===== config.mk =====
export PLATFORM = sky130hd
export DESIGN_NAME = m2_sprime_fetch
export DESIGN_NICKNAME = d
export VERILOG_FILES = /design/src/rtl/m2_pkg.sv /design/src/rtl/m2_block_addr_gen.sv /design/src/rtl/m2_sprime_fetch.sv
export SDC_FILE = /design/constraint.sdc
export NUM_CORES = 1
export LEC_CHECK = 0
export CELL_PAD_IN_SITES_DETAIL_PLACEMENT = 1
export CELL_PAD_IN_SITES_GLOBAL_PLACEMENT = 1
export CORE_UTILIZATION = 36
export DETAILED_ROUTE_END_ITERATION = 8
export GPL_TIMING_DRIVEN = 0
export PLACE_DENSITY = 0.91
export SKIP_CTS_REPAIR_TIMING = 1
export SLEW_MARGIN = 10
export SYNTH_ARGS = -nofsm -noshare
export SYNTH_HDL_FRONTEND = slang
export SYNTH_SLANG_ARGS = --single-unit

===== constraint.sdc =====
create_clock -name CLOCK_50_I -period 3.3 [get_ports CLOCK_50_I]
set_input_delay 0.66 -clock CLOCK_50_I [delete_from_list [all_inputs] [get_ports CLOCK_50_I]]
set_output_delay 0.66 -clock CLOCK_50_I [all_outputs]
set_load 0.03 [all_outputs]

===== src/rtl/m2_pkg.sv =====
// Shared types and constants for the milestone-2 S' fetch path.
// S' segment layout in SRAM: Y is 320 words/row, U and V are 160 words/row, 240 rows each.
package m2_pkg;

  typedef enum logic [1:0] {
    SEG_Y = 2'b00,
    SEG_U = 2'b01,
    SEG_V = 2'b10
  } seg_t;

  typedef enum logic [1:0] {
    FETCH_IDLE  = 2'd0,
    FETCH_ISSUE = 2'd1,
    FETCH_DRAIN = 2'd2,
    FETCH_DONE  = 2'd3
  } m2_fetch_state_t;

  localparam logic [17:0] Y_SP_BASE   = 18'd76800;
  localparam logic [17:0] U_SP_BASE   = 18'd153600;
  localparam logic [17:0] V_SP_BASE   = 18'd192000;
  localparam logic [8:0]  Y_SP_WIDTH  = 9'd320;
  localparam logic [8:0]  UV_SP_WIDTH = 9'd160;
  localparam logic [5:0]  Y_BLK_COLS  = 6'd40;
  localparam logic [5:0]  UV_BLK_COLS = 6'd20;
  localparam logic [4:0]  BLK_ROWS    = 5'd30;

  function automatic logic [17:0] seg_base(input logic [1:0] seg);
    case (seg)
      SEG_U:   return U_SP_BASE;
      SEG_V:   return V_SP_BASE;
      default: return Y_SP_BASE;
    endcase
  endfunction

endpackage


===== src/rtl/m2_block_addr_gen.sv =====
// Walks the 64 SRAM addresses of one 8x8 S' block in row-major order.
// The block origin is built from shifts only; each row advance adds the segment width.
module m2_block_addr_gen
  import m2_pkg::*;
(
  input  logic        clk,
  input  logic        rst,
  input  logic        load,
  input  logic        advance,
  input  logic [1:0]  seg_sel,
  input  logic [4:0]  block_row,
  input  logic [5:0]  block_col,
  output logic [17:0] address,
  output logic        last,
  output logic        legal
);

  logic [17:0] row_start;
  logic [17:0] start_addr;
  logic [17:0] row_off;
  logic [17:0] col_off;
  logic [17:0] rowx;
  logic [8:0]  width;
  logic [8:0]  width_q;
  logic [5:0]  col_limit;
  logic [2:0]  c;
  logic [2:0]  r;
  logic        is_y;

  always_comb begin
    is_y       = (seg_sel == SEG_Y);
    width      = is_y ? Y_SP_WIDTH : UV_SP_WIDTH;
    col_limit  = is_y ? Y_BLK_COLS : UV_BLK_COLS;
    legal      = (seg_sel != 2'b11) && (block_row < BLK_ROWS) && (block_col < col_limit);
    rowx       = {13'd0, block_row};
    // block_row*8*W: 2560 = 2048+512 for Y, 1280 = 1024+256 for U/V
    row_off    = is_y ? ((rowx << 11) + (rowx << 9)) : ((rowx << 10) + (rowx << 8));
    col_off    = {9'd0, block_col, 3'd0};
    start_addr = seg_base(seg_sel) + row_off + col_off;
  end

  always_ff @(posedge clk) begin
    if (rst) begin
      row_start <= '0;
      width_q   <= '0;
      c         <= '0;
      r         <= '0;
    end else if (load) begin
      row_start <= start_addr;
      width_q   <= width;
      c         <= '0;
      r         <= '0;
    end else if (advance) begin
      if (c == 3'd7) begin
        c         <= '0;
        r         <= r + 3'd1;
        row_start <= row_start + {9'd0, width_q};
      end else begin
        c <= c + 3'd1;
      end
    end
  end

  assign address = row_start + {15'd0, c};
  assign last    = (r == 3'd7) && (c == 3'd7);

endmodule


===== src/rtl/m2_sprime_fetch.sv =====
// Fetches one 8x8 S' block from SRAM and writes it, sign-extended, into the
// milestone-2 DP-RAM port A. One block per accepted start pulse.
module m2_sprime_fetch
  import m2_pkg::*;
#(
  parameter int unsigned SRAM_RD_LAT = 3
) (
  input  logic        CLOCK_50_I,
  input  logic        Reset,
  input  logic        start,
  input  logic [1:0]  seg_sel,
  input  logic [4:0]  block_row,
  input  logic [5:0]  block_col,
  input  logic [15:0] SRAM_read_data,
  output logic [17:0] SRAM_address,
  output logic        SRAM_we_n,
  output logic [6:0]  dpram_addr,
  output logic [31:0] dpram_wdata,
  output logic        dpram_wren,
  output logic        busy,
  output logic        done,
  output logic        err
);

  localparam logic [1:0] S_IDLE  = FETCH_IDLE;
  localparam logic [1:0] S_ISSUE = FETCH_ISSUE;
  localparam logic [1:0] S_DRAIN = FETCH_DRAIN;
  localparam logic [1:0] S_DONE  = FETCH_DONE;

  logic [1:0]             state;
  logic [SRAM_RD_LAT-1:0] vld;
  logic [6:0]             wr_cnt;
  logic                   load;
  logic                   issuing;
  logic                   advance;
  logic                   last;
  logic                   legal;

  always_comb begin
    load    = (state == S_IDLE) && start && legal;
    issuing = (state == S_ISSUE);
    advance = issuing && !last;
  end

  // SRAM_address comes straight from the generator registers, so it holds
  // its last value whenever the generator is neither loaded nor advanced.
  m2_block_addr_gen u_addr_gen (
    .clk       (CLOCK_50_I),
    .rst       (Reset),
    .load      (load),
    .advance   (advance),
    .seg_sel   (seg_sel),
    .block_row (block_row),
    .block_col (block_col),
    .address   (SRAM_address),
    .last      (last),
    .legal     (legal)
  );

  assign SRAM_we_n = 1'b1;

  always_ff @(posedge CLOCK_50_I) begin
    if (Reset) begin
      state <= S_IDLE;
      busy  <= 1'b0;
      done  <= 1'b0;
      err   <= 1'b0;
    end else begin
      done <= 1'b0;
      case (state)
        S_IDLE: begin
          if (start) begin
            if (legal) begin
              err   <= 1'b0;
              busy  <= 1'b1;
              state <= S_ISSUE;
            end else begin
              err   <= 1'b1;
              done  <= 1'b1;
              state <= S_DONE;
            end
          end
        end
        S_ISSUE: if (last) state <= S_DRAIN;
        S_DRAIN: begin
          if ((wr_cnt == 7'd64) && !dpram_wren) begin
            done  <= 1'b1;
            state <= S_DONE;
          end
        end
        S_DONE: begin
          busy  <= 1'b0;
          state <= S_IDLE;
        end
        default: state <= S_IDLE;
      endcase
    end
  end

  // A tag enters when an address is on the bus and emerges with its read data.
  always_ff @(posedge CLOCK_50_I) begin
    if (Reset) vld <= '0;
    else       vld <= (vld << 1) | SRAM_RD_LAT'(issuing);
  end

  always_ff @(posedge CLOCK_50_I) begin
    if (Reset) begin
      dpram_wren  <= 1'b0;
      dpram_wdata <= '0;
      dpram_addr  <= '0;
      wr_cnt      <= '0;
    end else begin
      dpram_wren <= vld[SRAM_RD_LAT-1];
      if (load) begin
        wr_cnt <= '0;
      end else if (vld[SRAM_RD_LAT-1]) begin
        dpram_addr  <= wr_cnt;
        dpram_wdata <= {{16{SRAM_read_data[15]}}, SRAM_read_data};
        wr_cnt      <= wr_cnt + 7'd1;
      end
    end
  end

endmodule


## After elaboration in Yosys (flattened, before gate mapping)

Index checks and enable logic that the tools add are counted.

- $add $sub $neg: 9
- $lt $le $gt $ge: 2
- Equal/unequal tests: 13
- Multiplexer cells: 20
- Bitwise logic cells: 2
- Reduce and logical (&&, ||, !) cells: 21

Operators by type and width:

| operator | number |
|---|---|
| two-way mux 18 bit | 4 |
| adder 18 x 9 -> 18 bit | 2 |
| case mux 18 bit (2 select lines) | 1 |
| adder 18 bit | 1 |
| adder 18 x 3 -> 18 bit | 1 |
| adder 16 x 14 -> 17 bit | 1 |
| adder 15 x 13 -> 16 bit | 1 |
| two-way mux 9 bit | 1 |
| two-way mux 2 bit | 4 |
| != test 2 bit (second input constant) | 4 |
| case mux 2 bit (4 select lines) | 1 |
| AND reduction 2 bit | 4 |
| adder 7 x 1 -> 7 bit (second input constant) | 1 |
| equality test 7 bit (second input constant) | 1 |
| logical AND 1 bit | 7 |
| adder 3 x 1 -> 3 bit (second input constant) | 2 |
| equality test 2 bit (second input constant) | 3 |
| equality test 3 bit (second input constant) | 2 |
| less-than comparator 6 bit | 1 |
| two-way mux 6 bit | 1 |
| AND reduction 3 bit | 2 |
| nonzero test 2 bit | 3 |
| less-than comparator 5 bit (second input constant) | 1 |
| two-way mux 1 bit | 5 |
| 9 further kinds | 13 |

- Flip-flop bits (word level): 72
- Input bits: 32

## Logic depth before layout (Yosys ltp)

Gate-level depths: netlist of the first run.

- Depth in word-level cells: 7
- Gate-level depth with buffers: 13

## By module

Synthesis of the first run repeated with hierarchy kept, for this count alone.

- Cell total of the unflattened synthesis: 452
- Area, all modules: 3,778.6 um^2

By module, submodules not included:

| module | times used | cells an instance | area an instance (um^2) |
|---|---|---|---|
| m2_block_addr_gen | 1 | 251 | 2,079.5 |
| m2_sprime_fetch | 1 | 201 | 1,699.1 |

## Least setup slack after synthesis of the first run

No wires, ideal clock.

- Path type: input-to-reg
- Start point: in block_row[0]
- End point: reg u_addr_gen.row_start[17]
- Arrival time: 2,820 ps
- Slack: 401 ps
- Stages on the path: 12
- Cells stage by stage: ha_1 -> inv_1 -> fa_1 -> nor2b_1 -> o21ai_0 -> xor2_1 -> mux2i_1 -> ha_1 -> a21oi_1 -> o21ai_0 -> or4_1 -> o211ai_1

- Longest elaborated chain between the ends: 6
- Elaborated cells between the ends (all ways): 13

Ends and longest elaborated chain:

| item | line | text |
|---|---|---|
| start, declared | m2_sprime_fetch.sv:12 | `input logic [4:0] block_row,` |
| parallel branches: the longest is 6 deep, another holds adder 18 bit | - |  |
| end signal, assigned | m2_block_addr_gen.sv:49 | `row_start <= start_addr;` |
| end signal, assigned | m2_block_addr_gen.sv:57 | `row_start <= row_start + {9'd0, width_q};` |
| end, declared | m2_block_addr_gen.sv:18 | `logic [17:0] row_start;` |

Parallel ways; which one is timed is not known.
A chain may end at the register's enable or synchronous reset.

## Worst setup path after layout of the first run

- Start point: in seg_sel[0]
- End point: reg u_addr_gen.row_start[17]

- Longest elaborated chain between the ends: 7
- Elaborated cells between the ends (all ways): 17

Ends and longest elaborated chain:

| item | line | text |
|---|---|---|
| start, declared | m2_sprime_fetch.sv:11 | `input logic [1:0] seg_sel,` |
| zero test 2 bit * | m2_block_addr_gen.sv:31 | `is_y = (seg_sel == SEG_Y);` |
| two-way mux 6 bit * | m2_block_addr_gen.sv:33 | `col_limit = is_y ? Y_BLK_COLS : UV_BLK_COLS;` |
| via u_addr_gen.col_limit[3] | m2_block_addr_gen.sv:25 | `logic [5:0] col_limit;` |
| less-than comparator 6 bit * | m2_block_addr_gen.sv:34 | `legal = (seg_sel != 2'b11) && (block_row < BLK_ROWS) && (block_col < col_limit);` |
| logical AND 1 bit * | m2_block_addr_gen.sv:34 |  |
| logical AND 1 bit * | m2_sprime_fetch.sv:40 | `load = (state == S_IDLE) && start && legal;` |
| nonzero test 2 bit (no source line) | - |  |
| AND reduction 2 bit (no source line) | - |  |

The timed path passes the listed nets; every way through them passes the cells marked *.

==> results of run 1 <==
==> sequential cells by signal, summed over array words and instances (netlist names) <==
register,flops
dpram_wdata,16
u_addr_gen.row_start,15
dpram_addr,7
wr_cnt,7
u_addr_gen.c,3
u_addr_gen.r,3
vld,3
state,2
u_addr_gen.width_q,2
busy,1
done,1
dpram_wren,1
err,1
==> layer usage <==
metal  share of wire [%]  track usage, %
met2                  53            40.6
met1                  39            21.6
met3                 5.4            4.61
met4                 2.9            10.4
met5                   0               0
==> report_power, final <==
part           internal, mW  switching [mW]  leakage, nW
clock                 0.486           0.300        0.120
combinational         0.347           0.446         1.61
sequential            0.811          0.0614        0.502
==> cell usage after synthesis, drive strengths merged, types with 2 or more instances <==
| master | instances | area share [%] |
|---|---|---|
| nor3 | 10 | 1.5 |
| dfxtp | 62 | 34 |
| inv | 22 | 2.2 |
| nand2 | 27 | 2.8 |
| or4 | 2 | 0.41 |
| fa | 3 | 1.6 |
| a221oi | 2 | 0.48 |
| xnor2 | 11 | 2.6 |
| a211oi | 9 | 1.8 |
| a31oi | 3 | 0.51 |
| a21oi | 20 | 2.7 |
| nand3b | 2 | 0.41 |
| o21a | 2 | 0.41 |
| and4 | 2 | 0.48 |
| nand2b | 4 | 0.68 |
| clkbuf | 25 | 2.6 |
| xor2 | 12 | 2.9 |
| nor2 | 62 | 6.4 |
| mux2i | 34 | 9.3 |
| a21o | 3 | 0.61 |
| buf | 23 | 4.8 |
| o31a | 2 | 0.48 |
| ha | 32 | 11 |
| nand4 | 4 | 0.68 |
| o31ai | 2 | 0.41 |
| nor2b | 8 | 1.4 |
| nor4 | 2 | 0.34 |
| o211ai | 4 | 0.82 |
| o21ai | 10 | 1.7 |
| or3 | 2 | 0.34 |
| nand3 | 6 | 0.82 |
==> worst max-delay path by stage <==
stage | startpoint | endpoint | slack (ps) | depth (start not counted)
finish | seg_sel[0] | u_addr_gen.row_start[17] | 120 | 13
global route | seg_sel[0] | u_addr_gen.row_start[17] | -30 | 13
CTS | seg_sel[0] | u_addr_gen.r[0] | -350 | 12
detailed placement | seg_sel[0] | u_addr_gen.r[0] | -670 | 12
global placement | seg_sel[0] | u_addr_gen.r[1] | -500 | 12
floorplan | block_row[0] | u_addr_gen.row_start[17] | 400 | 12
==> per-stage QoR <==
step / TNS [ps] / power (mW) / utilization, % / hold slack [ps] / worst slack [ps]
2_1_floorplan: 0 / 1.37 / - / 414 / 401
3_3_place_gp: -14730 / 1.59 / 48.4 / 419 / -500
3_5_place_dp: -23300 / 1.64 / 48.4 / 434 / -670
4_1_cts: -5530 / 2.44 / 50.8 / 446 / -347
5_1_grt: -27.0 / 2.57 / 51.6 / 457 / -27.0
6_report: 0 / 2.45 / 51.6 / 438 / 117
==> final cells by class <==
type | instances | area (µm²) | share of cell area [%]
Inverter | 23 | 90.1 | 1.78
Multi-Input combinational cell | 293 | 2110 | 41.7
Tap cell | 133 | 166 | 3.29
Timing Repair Buffer | 94 | 943 | 18.6
Clock inverter | 3 | 65.1 | 1.28
Buffer | 48 | 277 | 5.46
Sequential cell | 62 | 1240 | 24.5
Clock buffer | 13 | 169 | 3.34
==> kinds of logic after synthesis <==
| group | Yosys count |
|---|---|
| AOI/OAI and AO/OA | 63 |
| xor gates and xnor gates | 23 |
| adders and majority gates | 35 |
| buffers and inverters | 71 |
| DFF | 62 |
| muxes | 35 |
| other | 1 |
| and+or+nand+nor | 136 |
==> flow_summary_export.csv, run 1 <==
group,metric,value,unit
floorplan,start_util,37.4,%
detailed_routing,drc,0,
clocking,clock-root-buffer,"clkbuf_8",
floorplan,die_h,103,µm
worst_setup_path,critPathLaunchType,"input pin",
finish,nFillCells,1185,
finish,final_common_cell,"clkdlybuf4s50_1",
floorplan,core,9820,µm²
floorplan,dieArea,10600,µm²
clocking,cts_buffer_depth,2,
timing,min_period,3180,ps
timing,fin_crit_sh,96.4,%
placed_design,dpl.hpwl,8280,µm
yosys,synthSimpleGateAreaFrac,17.4,%
timing,fmax,314,MHz
yosys,syn_nets,493,
detailed_routing,avgViaCountPerCell,5.11,
yosys,seq_area_frac_synth,33.8,%
grt,grt_pass1_wl,17200,µm
placed_design,place_area,4750,µm²
clocking,clkTransAtPathRegs,80,ps
finish,area_growth,37.9,%
worst_setup_path,arrival,3460,ps
worst_setup_path,max_stage_delay,520,ps
yosys,yosys_warnings,0,
worst_setup_path,path_buf_inv,5,
worst_setup_path,r2r-start,"u_addr_gen.row_start[5]",
worst_setup_path,crit_path_end_kind,"flop",
placed_design,port_buffers,91,
floorplan,die_w,103,µm
yosys,syn-instance-count,426,
yosys,synthAdderAreaFrac,12.5,%
worst_setup_path,crit_path_top_delay_cell,"clkdlybuf4s50_1",
detailed_routing,initialDrtViolationCount,111,
finish,drive_above_1_share,11.2,%
floorplan,io_pins,94,
worst_setup_path,reg2reg_setup_slack,810,ps
yosys,synth_mux_area_share,9.57,%
yosys,yosysUniqueCellTypes,51,
grt,antenna_found_initial,0,
hold_path,worstHoldStart,"vld[0]",
worst_setup_path,path_cells,"clkdlybuf4s50_1 > inv_1 > ha_1 > clkbuf_4 > clkinvlp_4 > buf_4 > mux2i_1 > ha_1 > nor2_2 > or3_1 > a21oi_2 > or4_1 > o211ai_1",
finish,n_antenna_cell,0,
grt,grtUsageTotal,21.2,%
timing,tightest_slew,607,ps
worst_setup_path,worstRegToRegCells,8,
worst_setup_path,cp_top_family,"buffers and inverters",
yosys,ys_seq_elements,62,
finish,fin_nets,598,
finish,final_cell_mix,"clkdlybuf4s50_1 (87), dfxtp_1 (62), nor2_1 (60), mux2i_1 (34), ha_1 (31)",
yosys,synth-edff-count,0,
grt,grt_start_max_net_pins,19,
worst_setup_path,worstReg2RegEnd,"u_addr_gen.row_start[13]",
finish,fin_cells,669,
grt,grt_pass1_vias,3572,
detailed_routing,wl,10900,µm
detailed_routing,ant_nets,0,
hold_path,hold_class,"reg2reg",
yosys,synth_top_family_by_area,"simple AND/OR/NAND/NOR gates",
detailed_routing,drtPass1Iterations,4,
clocking,numClockSinks,62,
clocking,clkLatencyLatePin,350,ps
clocking,cts_buffers,9,
clocking,cts_tree,"yes",
floorplan,core.rowCount,36,
worst_setup_path,path_max_fanout,10,
detailed_routing,post_drt_wl_per_cell,16.3,µm
hold_path,hold_depth,1,
timing,skew,12.5,ps
hold_path,min_to,"vld[1]",
yosys,synthXorXnorAreaFrac,5.49,%
clocking,cts_htree_levels,3,
finish,fin_area,5060,µm²
yosys,dominantRegCellSynth,"dfxtp_1",
timing,setup_viol,0,
grt,grt-ovfl-total,0,
pwr,p_leak,2.24,nW
yosys,synth_compound_area_share,11.4,%
worst_setup_path,crit_path_frequent_cell,"ha_1",
pwr,ir_drop,0.185,mV
worst_setup_path,crit_required,3570,ps
placed_design,gp_congestion,0.877,
run,drv_cap,0,
detailed_routing,num_vias,3418,
placed_design,place_inst,650,
yosys,async_reset_ff_share,0,%
outcome,status,"finished, final reports clean",
timing,relSlewSlack,59.5,%
worst_setup_path,crit_type,"in2reg",
yosys,syn_area_per_cell,8.62,µm²
yosys,syn_area,3670,µm²
timing,drv_slew,0,
pwr,p_per_area,484,nW/µm²
timing,finalHoldViolCount,0,
(Power assumes the default switching activity.)
==> run 2, diff against run 1 <==
--- a/config.mk
+++ b/config.mk
@@ -8,9 +8,10 @@
 export CELL_PAD_IN_SITES_DETAIL_PLACEMENT = 1
 export CELL_PAD_IN_SITES_GLOBAL_PLACEMENT = 1
 export CORE_UTILIZATION = 36
+export CTS_BUF_LIST = sky130_fd_sc_hd__clkbuf_8 sky130_fd_sc_hd__clkbuf_16
 export DETAILED_ROUTE_END_ITERATION = 8
 export GPL_TIMING_DRIVEN = 0
-export PLACE_DENSITY = 0.91
+export PLACE_DENSITY_LB_ADDON = 0.1
 export SKIP_CTS_REPAIR_TIMING = 1
 export SLEW_MARGIN = 10
 export SYNTH_ARGS = -nofsm -noshare
==> constraint.sdc (replaced) <==
create_clock -name CLOCK_50_I -period 3.3 [get_ports CLOCK_50_I]
set_input_delay 0.825 -clock CLOCK_50_I [delete_from_list [all_inputs] [get_ports CLOCK_50_I]]
set_output_delay 0.825 -clock CLOCK_50_I [all_outputs]
set_load 0.03 [all_outputs]
==> run 2 against run 1 <==
Via count down 3.0%. Clock skew shrank 2.4 ps. Non-clock buffer count is 4 higher. Largest power group unchanged. Critical path type unchanged. Core utilization up 0.78 points. Clock power fell by 13%. Highest routed layer unchanged. Maximum frequency is 2.8% higher. Global-route usage shrank 1.0 points. Cell count grew 0.60%. Largest cell class unchanged.
==> flow_summary_export.csv, run 2 (same netlist as run 1, synthesis figures left out) <==
group,metric,value,unit
outcome,status,"finished, final reports clean",
grt,grt_pass1_wl,16300,µm
clocking,cts_buffer_depth,2,
worst_setup_path,path_cells,"dlymetal6s2s_1 > ha_2 > inv_1 > fa_2 > nor2b_1 > o21ai_0 > xor2_1 > buf_4 > mux2i_1 > ha_1 > nand2_1 > or3_1 > a21oi_2 > or4_1 > o211ai_1",
floorplan,core.rowCount,36,
detailed_routing,post_drt_wl_per_cell,14.9,µm
floorplan,die_w,103,µm
detailed_routing,ant_nets,0,
pwr,p_per_area,454,nW/µm²
run,drv_cap,0,
timing,tightest_slew,598,ps
timing,finalSetupTns,0,ps
floorplan,dieArea,10600,µm²
pwr,ir_drop,0.188,mV
finish,n_antenna_cell,0,
worst_setup_path,crit_required,3570,ps
worst_setup_path,crit_path_top_delay_cell,"or4_1",
timing,grt_setup_unrepaired,"no",
hold_path,min_to,"vld[2]",
clocking,cts_buffers,9,
finish,nFillCells,1190,
floorplan,core,9820,µm²
worst_setup_path,arrival,3370,ps
grt,grtUsageTotal,20.1,%
floorplan,die_h,103,µm
clocking,clock-root-buffer,"clkbuf_8",
grt,grt_start_max_net_pins,19,
worst_setup_path,max_stage_delay,520,ps
placed_design,gp_congestion,0.798,
detailed_routing,avgViaCountPerCell,4.93,
timing,setup_viol,0,
finish,top_register,"dpram_wdata",
worst_setup_path,cp_top_family,"simple AND/OR/NAND/NOR gates",
detailed_routing,drtPass1Iterations,4,
detailed_routing,num_vias,3316,
finish,drive_above_1_share,12.6,%
clocking,cts_htree_levels,3,
worst_setup_path,path_buf_inv,3,
detailed_routing,initialDrtViolationCount,99,
finish,multi_input_area,2140,µm²
hold_path,worstHoldStart,"vld[1]",
finish,regArea,1240,µm²
worst_setup_path,path_max_fanout,3,
timing,fmax,323,MHz
finish,final_cell_mix,"clkdlybuf4s50_1 (84), dfxtp_1 (62), nor2_1 (60), mux2i_1 (32), ha_1 (31)",
timing,fin_ws,205,ps
clocking,clkTransAtPathRegs,70,ps
placed_design,place_inst,650,
finish,fin_nets,602,
grt,grt-ovfl-total,0,
worst_setup_path,worstRegToRegCells,8,
hold_path,hold_class,"reg2reg",
worst_setup_path,crit_path_end_kind,"flop",
grt,antenna_found_initial,0,
pwr,p_leak,2.27,nW
timing,relSlewSlack,60.2,%
detailed_routing,wl,10000,µm
finish,post-route-util,52.3,%
detailed_routing,drc,0,
timing,drv_slew,0,
worst_setup_path,r2r-start,"u_addr_gen.width_q[7]",
placed_design,post-place-ws,-839,ps
clocking,clkLatencyLatePin,350,ps
hold_path,hold_depth,1,
worst_setup_path,worstReg2RegEnd,"u_addr_gen.row_start[13]",
timing,fin_crit_sh,93.8,%
clocking,cts_tree,"yes",
placed_design,dpl.hpwl,7780,µm
timing,min_period,3100,ps
floorplan,io_pins,94,
grt,grt_pass1_vias,3446,
placed_design,port_buffers,91,
timing,finalHoldViolCount,0,
clocking,numClockSinks,62,
finish,largest_reg_flops,16,
finish,final_common_cell,"clkdlybuf4s50_1",
timing,skew,10.1,ps
worst_setup_path,crit_type,"in2reg",
finish,area_growth,40.0,%
pwr,finalPower,2.33,mW
finish,largest_registers,"dpram_wdata (16), u_addr_gen.row_start (15)",
finish,fin_cells,673,
worst_setup_path,critPathLaunchType,"input pin",
floorplan,start_util,37.4,%
worst_setup_path,reg2reg_setup_slack,910,ps
-- run 2: changes by cell type in the layout (fill, tap and decap cells not counted), sizes merged --
| cell | before | now |
|---|---|---|
| buf | 24 | 29 |
| bufinv | 2 | 1 |
| clkbuf | 40 | 35 |
| clkdlybuf4s50 | 87 | 84 |
| clkinv | 1 | 3 |
| clkinvlp | 1 | 4 |
| dlymetal6s2s | 4 | 7 |
-- run 2: cell type report --
cell class | instances | share of cell area, %
Multi-Input combinational cell | 293 | 41.6
Sequential cell | 62 | 24.1
Timing Repair Buffer | 98 | 19.7
Buffer | 48 | 5.70
Tap cell | 133 | 3.24
Clock buffer | 9 | 2.41
Inverter | 23 | 1.75
Clock inverter | 7 | 1.46
-- run 2: how the worst max path moves through the flow --
stage	from	to	slack, ps	depth (start not counted)
finish	block_row[2]	u_addr_gen.row_start[17]	200	15
global route	block_row[2]	u_addr_gen.row_start[17]	50	15
CTS	seg_sel[1]	u_addr_gen.r[0]	-470	12
detailed placement	seg_sel[0]	u_addr_gen.r[2]	-840	12
global placement	seg_sel[0]	u_addr_gen.r[1]	-760	12
floorplan	block_row[0]	u_addr_gen.row_start[17]	240	12
-- run 2: power by group --
part / switching, mW / internal (mW) / total, mW
clock network: 0.332 / 0.349 / 0.681
registers: 0.0576 / 0.810 / 0.868
logic: 0.429 / 0.356 / 0.786
total: 0.818 / 1.52 / 2.33
-- run 2: worst reg2reg max path, delay by kind of cell (launching register included) --
family | cells | cell delay (ps)
compound gates | 2 | 720
xor+xnor | 1 | 190
fa+ha+maj | 2 | 680
buf+inv | 1 | 80
flops | 1 | 380
simple gates | 2 | 250
-- run 2: per-stage QoR --
stage	cell area, µm²	hold WS (ps)
after floorplan	3670	414
after CTS	4950	451
final	5140	443
after detailed placement	4750	432
after global placement	4750	422
after global routing	5140	462
-- run 2: per-layer routing --
layer  track usage [%]  vias up  wire, µm
met5                 0        -         0
met3              5.42       15       424
met2              36.4       68      5200
li1                  -     1647         -
met1              22.8     1586      4210
met4              7.04        0       196
==> run 3, diff against run 2 <==
--- a/config.mk
+++ b/config.mk
@@ -7,6 +7,7 @@
 export LEC_CHECK = 0
 export CELL_PAD_IN_SITES_DETAIL_PLACEMENT = 1
 export CELL_PAD_IN_SITES_GLOBAL_PLACEMENT = 1
+export CORE_MARGIN = 2
 export CORE_UTILIZATION = 36
 export CTS_BUF_LIST = sky130_fd_sc_hd__clkbuf_8 sky130_fd_sc_hd__clkbuf_16
 export DETAILED_ROUTE_END_ITERATION = 8
==> run 3 against run 2 <==
Non-clock buffer count up 3. Routed wire length up 0.91%. Clock skew up 2.6 ps. Maximum frequency down 3.4%. First-iteration DRC count down 21%. Clock power up 15%. Flip-flop and latch count unchanged. Design area up 1.3%. Sequential power about the same. Cell count up 0.45%. Power up 4.6%. Die area up 3.9%. Highest routed layer unchanged.
==> flow_summary_export.csv, run 3 (same netlist as run 1, synthesis figures left out) <==
group,metric,value,unit
outcome,status,"finished, final reports clean",
worst_setup_path,worstRegToRegCells,8,
timing,tightest_slew,571,ps
worst_setup_path,crit_path_end_kind,"flop",
grt,grt_pass1_wl,16400,µm
floorplan,core.rowCount,36,
timing,fmax,312,MHz
clocking,cts_htree_levels,3,
worst_setup_path,max_stage_delay,610,ps
timing,fin_ws,96.0,ps
detailed_routing,num_vias,3322,
pwr,p_leak,2.31,nW
finish,fin_nets,605,
detailed_routing,post_drt_wl_per_cell,15.0,µm
grt,grt_pass1_vias,3469,
grt,grt_start_max_net_pins,19,
grt,grtUsageTotal,18.6,%
clocking,clock-root-buffer,"clkbuf_8",
detailed_routing,drc,0,
finish,n_antenna_cell,0,
clocking,cts_buffers,9,
pwr,ir_drop,0.275,mV
placed_design,post-place-ws,-882,ps
clocking,cts_tree,"yes",
timing,finalHoldViolCount,0,
timing,relSlewSlack,61.9,%
floorplan,die_w,105,µm
worst_setup_path,crit_type,"in2reg",
detailed_routing,ant_nets,0,
clocking,clkLatencyLatePin,350,ps
detailed_routing,avgViaCountPerCell,4.91,
finish,final_cell_mix,"clkdlybuf4s50_1 (85), dfxtp_1 (62), nor2_1 (60), mux2i_1 (34), ha_1 (30)",
floorplan,dieArea,11000,µm²
clocking,numClockSinks,62,
timing,fin_hold_ws,449,ps
finish,drive_above_1_share,12.9,%
worst_setup_path,crit_required,3520,ps
finish,final_common_cell,"clkdlybuf4s50_1",
grt,antenna_found_initial,0,
detailed_routing,drtPass1Iterations,4,
worst_setup_path,arrival,3430,ps
pwr,p_per_area,469,nW/µm²
clocking,cts_buffer_depth,2,
finish,largest_reg_flops,16,
finish,largest_registers,"dpram_wdata (16), u_addr_gen.row_start (15)",
detailed_routing,initialDrtViolationCount,78,
placed_design,dpl.hpwl,7810,µm
finish,area_growth,41.8,%
floorplan,io_pins,94,
worst_setup_path,crit_path_top_delay_cell,"or4b_4",
placed_design,gp_congestion,0.801,
grt,grt-ovfl-total,0,
timing,skew,12.7,ps
worst_setup_path,path_max_fanout,10,
clocking,clkTransAtPathRegs,80,ps
detailed_routing,wl,10100,µm
timing,drv_slew,0,
floorplan,core,9820,µm²
floorplan,die_h,105,µm
run,drv_cap,0,
placed_design,port_buffers,91,
hold_path,hold_class,"reg2reg",
finish,top_register,"dpram_wdata",
worst_setup_path,critPathLaunchType,"input pin",
timing,fin_crit_sh,97.1,%
timing,min_period,3200,ps
hold_path,hold_depth,1,
worst_setup_path,path_cells,"clkdlybuf4s50_1 > inv_1 > ha_2 > buf_6 > clkinvlp_4 > ha_1 > or4b_4 > o21ai_4 > buf_12 > buf_8 > mux2i_1 > nor2_1",
floorplan,start_util,37.4,%
timing,setup_viol,0,
## run 3: through the flow
step           setup TNS, ps  instance area [µm²]  util [%]  instances  power [mW]
2_1_floorplan              0                 3670         -        426        1.37
3_3_place_gp          -31150                 4750      48.4        650        1.61
3_5_place_dp          -32910                 4750      48.4        650        1.63
4_1_cts               -13590                 4980      50.7        666        2.42
5_1_grt                 -107                 5210      53.0        676        2.59
6_report                   0                 5210      53.0        676        2.44
## run 3: per-layer routing
metal | wire length (µm) | share of wire [%] | global-route usage, % | vias to the layer above
met3 | 334 | 3.3 | 4.37 | 15
met5 | 0 | 0 | 0 | -
met1 | 4310 | 43 | 20.5 | 1591
met2 | 5300 | 52 | 34.4 | 68
met4 | 172 | 1.7 | 7.24 | 0
li1 | - | - | - | 1648
## run 3: cell type report
cell class | instances | area [µm²]
fillers | 1169 | 4610
multi-input cells | 293 | 2140
flip-flops and latches | 62 | 1240
repair buffers | 101 | 1050
plain buffers | 48 | 288
well taps | 133 | 166
clock buffers | 9 | 124
clock inverters | 7 | 105
inverters | 23 | 90.1
## run 3: path summary, 6_finish.rpt
kind / start / end / slack (ps)
hold reg to reg: vld[1] / vld[2] / 450
setup reg to reg: u_addr_gen.width_q[7] / u_addr_gen.row_start[17] / 890
hold / removal: vld[1] / vld[2] / 450
setup / recovery: seg_sel[0] / dpram_addr[2] / 100
## run 3: worst max-delay path: cells and delay by family
kind | cells | cell delay [ps]
muxes | 1 | 210
buffers and inverters | 6 | 1110
AOI/OAI and AO/OA | 1 | 190
adders and majority gates | 2 | 420
and+or+nand+nor | 2 | 670
## run 3: report_power, final
group          internal [mW]  switching (mW)  leakage (nW)
sequential             0.810          0.0585         0.502
combinational          0.361           0.431          1.70
clock                  0.437           0.345         0.112
